[src/rtl/aes_ctr_stream_ctrl.sv]
// CTR-mode counter/keystream XOR stage and message framing around a combinational AES engine.
// Optional feature macro: AES_CTR_WRAP_ERR_EN (sticky counter-wrap error that abandons the message).
module aes_ctr_stream_ctrl #(
  parameter int unsigned CTR_W = 32,
  parameter int unsigned LEN_W = 16
) (
  input  logic             clk,
  input  logic             rst,
  input  logic             start,
  input  logic [127:0]     iv,
  input  logic [LEN_W-1:0] num_blocks,
  output logic             busy,
  output logic             done,
  output logic [127:0]     ctr_block,
  input  logic [127:0]     keystream,
  input  logic             in_valid,
  output logic             in_ready,
  input  logic [127:0]     in_data,
  output logic             out_valid,
  input  logic             out_ready,
  output logic [127:0]     out_data,
  output logic             out_last,
  output logic             ctr_wrap_err
);

`ifdef AES_CTR_WRAP_ERR_EN
  localparam bit WRAP_ERR_EN = 1'b1;
`else
  localparam bit WRAP_ERR_EN = 1'b0;
`endif

  // Ones over the incrementing low part; the rest of the block is the fixed nonce.
  localparam logic [127:0] LOW_MASK = (CTR_W >= 128) ? '1 : ((128'd1 << CTR_W) - 128'd1);

  typedef enum logic [1:0] {IDLE, RUN, FLUSH} state_t;

  state_t           state;
  logic [LEN_W-1:0] remaining;
  logic [127:0]     ctr_next;
  logic             accept;
  logic             drain;
  logic             wraps;
  logic             out_free;

  assign ctr_next = (ctr_block & ~LOW_MASK) | ((ctr_block + 128'd1) & LOW_MASK);
  assign wraps    = (ctr_block & LOW_MASK) == LOW_MASK;
  assign drain    = out_valid & out_ready;
  assign out_free = !out_valid || out_ready;
  assign accept   = in_valid & in_ready;
  assign busy     = (state != IDLE);

  always_comb begin
    in_ready = (state == RUN) && out_free && !ctr_wrap_err;
  end

  always_ff @(posedge clk or posedge rst) begin
    if (rst) begin
      state        <= IDLE;
      remaining    <= '0;
      done         <= 1'b0;
      ctr_block    <= '0;
      out_valid    <= 1'b0;
      out_data     <= '0;
      out_last     <= 1'b0;
      ctr_wrap_err <= 1'b0;
    end else begin
      done <= 1'b0;
      // A drain and an accept in the same cycle leave out_valid set with the new block.
      if (drain) out_valid <= 1'b0;
      if (accept) begin
        out_data  <= in_data ^ keystream;
        out_valid <= 1'b1;
        out_last  <= (remaining == LEN_W'(1));
        ctr_block <= ctr_next;
        remaining <= remaining - LEN_W'(1);
        if (WRAP_ERR_EN && wraps) ctr_wrap_err <= 1'b1;
      end
      case (state)
        IDLE: begin
          if (start) begin
            ctr_wrap_err <= 1'b0;
            if (num_blocks != '0) begin
              ctr_block <= iv;
              remaining <= num_blocks;
              state     <= RUN;
            end else begin
              done <= 1'b1;
            end
          end
        end
        RUN: begin
          if (ctr_wrap_err) begin
            if (out_free) state <= IDLE;
          end else if (accept && remaining == LEN_W'(1)) begin
            state <= FLUSH;
          end
        end
        FLUSH: begin
          // A wrapped message is abandoned once its pending block leaves, without done.
          if (ctr_wrap_err) begin
            if (out_free) state <= IDLE;
          end else if (drain && out_last) begin
            state <= IDLE;
            done  <= 1'b1;
          end
        end
        default: state <= IDLE;
      endcase
    end
  end

endmodule

[config.mk]
export PLATFORM = sky130hd
export DESIGN_NAME = aes_ctr_stream_ctrl
export DESIGN_NICKNAME = d
export VERILOG_FILES = /design/src/rtl/aes_ctr_stream_ctrl.sv
export SDC_FILE = /design/constraint.sdc
export NUM_CORES = 1
export LEC_CHECK = 0
export ABC_AREA = 1
export CAP_MARGIN = 0
export CORE_AREA = 2 2 258 260
export DETAILED_ROUTE_END_ITERATION = 16
export DIE_AREA = 0 0 260 262
export PLACE_DENSITY_LB_ADDON = 0.12
export SLEW_MARGIN = 20
export SYNTH_ARGS = -nofsm -noshare
export SYNTH_HDL_FRONTEND = slang
export SYNTH_SLANG_ARGS = --single-unit
[constraint.sdc]
create_clock -name clk -period 23.9 [get_ports clk]
set_input_delay 2.39 -clock clk [delete_from_list [all_inputs] [get_ports clk]]
set_output_delay 2.39 -clock clk [all_outputs]
set_load 0.03 [all_outputs]
==> results.md <==
Run status:
- The run finished with clean final reports.

Routing:
- The number of remaining DRC errors is 0.
- For this run, the detailed router's first-pass iteration total came to 5.
- In the final routed layout, each cell accounts on average for 18.5 µm.
- The remaining number of nets flagged by the antenna check after routing is 0.
- The total wirelength of the detailed-routed design is 54700 µm.
- In the routed layout, each cell is associated on average with a via count of 3.89.
- Detailed routing inserted a total of 11500 vias.
- The number of violations reported at the end of detailed-routing iteration 0 is 580.

Timing:
- The actual slew at the worst max-slew pin is 0.964 ns.
- The maximum frequency from static timing analysis is 158 MHz.
- Measured against its own limit, the worst slew margin works out to 35.7%.
- Setup total negative slack on the finished layout was measured at 0 ns.
- The hold violation count in the final report is 0.
- Setup violations remaining at the end of the flow were counted as 0.
- Clock skew on the completed layout was measured at 0.0154 ns.
- The shortest period the worst path allows is 6.32 ns.
- Setup repair after global routing left no endpoint under its margin.
- The number of slew-limit violations in the final report is 0.
- The ratio of final minimum period to clock period is 26.4%.

Yosys:
- In this run, distinct cell masters in the synthesized netlist total 33.
- The count of flip-flops with a built-in enable after synthesis is 0.
- The synthesized instance count is 1427.
- The number of synthesized register bits is 277.
- The synthesized netlist devotes 10.7% of its cell area to XOR and XNOR gates.
- The share of the synthesized area in compound gates (AO/OA/AOI/OAI) is 7.24%.
- Each instance of the synthesized netlist takes up on average 8.90 µm².
- The most frequently used flop master after synthesis is sky130_fd_sc_hd__dfrtp_1.
- Counting flops with an async set or reset pin after synthesis yields a share of 100%.
- The synthesized netlist occupies a cell area of 12700 µm².
- The multiplexer share of the synthesized area is 0%.
- The share of synthesized area occupied by flip-flops and latches is 54.6%.
- After synthesis, the largest family of logic cells by area is simple AND/OR/NAND/NOR gates.
- The number of nets produced by synthesis is 1835.
- For this run, the number of Yosys warnings is 0.
- Summing the areas of all and, or, nand and nor instances in the mapped netlist gives 22.0% of the synthesized area.
- After Yosys synthesis, full adders, half adders and majority gates account for 0.296% of the synthesized area.

Placement:
- Routability-driven placement finished with a final weighted congestion of 0.863.
- After legalization and detailed placement, the total HPWL measured 42300 µm.
- Input and output buffers added on the ports amount to 665.
- After detailed placement, the total cell area comes to 20100 µm².
- The post-placement cell count is 2901.

Setup path:
- The worst setup path is launched from an input port.
- Along the worst path, the maximum fanout reaches 3.
- The worst endpoint data arrival time is 3.93 ns.
- The data required time at the worst endpoint is 21.51 ns.
- The endpoint class of the critical path is an output pin.
- The kind of critical path is in -> out.

Clocking:
- The number of buffers created by CTS is 38.
- Buffers added to address setup during post-CTS repair amount to 0.
- The maximum clock path buffer count is 3.
- The number of hold buffers added after cts is 0.
- The number of sinks handled by clock tree synthesis is 277.
- The clock reaches the later pin of the worst-skew pair after 0.54 ns.
- The tree is rooted in a sky130_fd_sc_hd__clkbuf_16.
- The TritonCTS clock tree is built.
- The clock slew seen by the registers of the worst setup and hold paths is 0.06 ns.
- The H-tree was split into 2 levels.
- The quantity of gates resized following cts is 0.

Finish:
- After routing the design area is 21300 µm².
- The number of standard cells in the layout, taps in and fillers out is 2962.
- The library cell used most frequently in the layout, excluding fill and tap cells, is sky130_fd_sc_hd__clkdlybuf4s50_1.
- At the end of the flow, the number of nets in the layout was 2485.
- The final-layout fill cell count is 6783.
- Of the cells placed in the final design, the portion with a size suffix greater than 1 is 4.34%.
- The area growth from synthesis to layout is 67.5%.
- Summing all flip-flop and latch instances after layout gives 6930 µm².
- In the layout the commonest cells are sky130_fd_sc_hd__clkdlybuf4s50_1, sky130_fd_sc_hd__nand2_1, sky130_fd_sc_hd__dfrtp_1, sky130_fd_sc_hd__o21ai_0, sky130_fd_sc_hd__xnor2_1.
- The total area of multi-input combinational cells is 5140 µm².

Power:
- The peak supply drop is 39.2 µV.
- The analysis attributes to cell leakage a power of 9.10 nW.
- The cell area power density is 99.3 nW/µm².

Floorplan:
- The die width is 260 µm.
- The die area is 68100 µm².
- The core region is 65300 µm².
- The overall die height is 262 µm.
- The initialized floorplan defines 94 standard-cell rows.
- The initial utilization of the core area, before any placement, comes to 19.4%.
- 667 I/O pins were placed.

Global route:
- The number of antenna violations at the first check in global routing was 5.
- The via count of the first global-routing pass is 12200.
- The overall track demand over capacity in global routing is 15.5%.
- The sum of overflow across all layers after global routing is 0.
- The first global-routing pass estimated 78700 µm of wire.
- Entering global routing, the biggest net connects 114 pins.

Worst hold path:
- The worst hold path belongs to the class reg -> reg.

Run:
- Max-cap violations in this run came to 0.
==> kinds of logic after synthesis <==
kind of cell / after synthesis
xor gates and xnor gates: 155
AOI/OAI and AO/OA: 176
adders and majority gates: 3
DFF: 277
buffers and inverters: 123
other: 1
and+or+nand+nor: 692
==> sequential cells by signal, summed over array words and instances, names as in the netlist <==
register / count
ctr_block: 128
remaining: 16
state: 2
done: 1
out_data: 128
out_last: 1
out_valid: 1
==> metrics by stage <==
stage | worst slack [ns] | util [%] | hold WS (ns) | total power, mW
floorplan | 13.87 | - | 0.523 | 1.15
global placement | 17.57 | 30.8 | 0.461 | 1.58
detailed placement | 17.58 | 30.8 | 0.464 | 1.59
CTS | 17.57 | 32.6 | 0.480 | 2.15
global route | 17.52 | 32.6 | 0.489 | 2.24
finish | 17.58 | 32.6 | 0.477 | 2.11
==> layer usage <==
metal  vias up  GRT usage, %  share of wire, %
li1       5779             -                 -
met1      5322          17.6                38
met2       342          27.4                51
met3        83          5.00               7.5
met4         4          5.30               2.8
met5         -             0             0.044
==> layout make-up <==
cell class | count | share of cell area (%)
flip-flops and latches | 277 | 32.6
repair buffers | 673 | 31.6
multi-input cells | 1027 | 24.2
clock buffers | 55 | 5.30
well taps | 864 | 5.08
inverters | 60 | 1.11
clock inverters | 4 | 0.129
diodes | 2 | 0.0235
==> synth_stat cells, drive strengths merged, types with 5 or more instances <==
| library cell | instances | share of area, % |
|---|---|---|
| buf | 45 | 2.8 |
| a21oi | 18 | 0.71 |
| xor2 | 21 | 1.4 |
| nand4 | 16 | 0.79 |
| inv | 59 | 1.7 |
| nand3 | 38 | 1.6 |
| nor3 | 8 | 0.43 |
| dfrtp | 277 | 55 |
| nand2 | 547 | 16 |
| or2 | 5 | 0.25 |
| clkbuf | 18 | 0.53 |
| o21ai | 150 | 5.9 |
| xnor2 | 134 | 9.2 |
| nor2 | 77 | 2.7 |
==> path summary, 6_finish.rpt <==
path / to / startpoint / cells after the start / slack [ns]
min in group asynchronous: ctr_block[33] / rst / 2 / 2.36
worst min register to register: ctr_block[111] / ctr_block[111] / 2 / 0.48
worst min-delay path: ctr_block[111] / ctr_block[111] / 2 / 0.48
worst max register to register: out_data[48] / out_valid / 5 / 20.58
max in group asynchronous: ctr_block[1] / rst / 4 / 19.37
worst max-delay path: in_ready / out_ready / 6 / 17.58
==> power by group <==
| group | switching (mW) | internal (mW) | leakage [nW] | total [mW] |
|---|---|---|---|---|
| logic | 0.504 | 0.358 | 5.13 | 0.862 |
| clock network | 0.219 | 0.323 | 0.570 | 0.542 |
| registers | 0.104 | 0.604 | 3.39 | 0.708 |
| total | 0.828 | 1.28 | 9.10 | 2.11 |
==> worst max-delay path, cell delays in order <==
cell and delay [ns]:
sky130_fd_sc_hd__clkdlybuf4s50_1 0.51, sky130_fd_sc_hd__inv_1 0.06, sky130_fd_sc_hd__nand2_1 0.14, sky130_fd_sc_hd__nand2_1 0.07, sky130_fd_sc_hd__inv_1 0.07, sky130_fd_sc_hd__clkdlybuf4s50_1 0.68
Power figures use the tool's default switching activity.
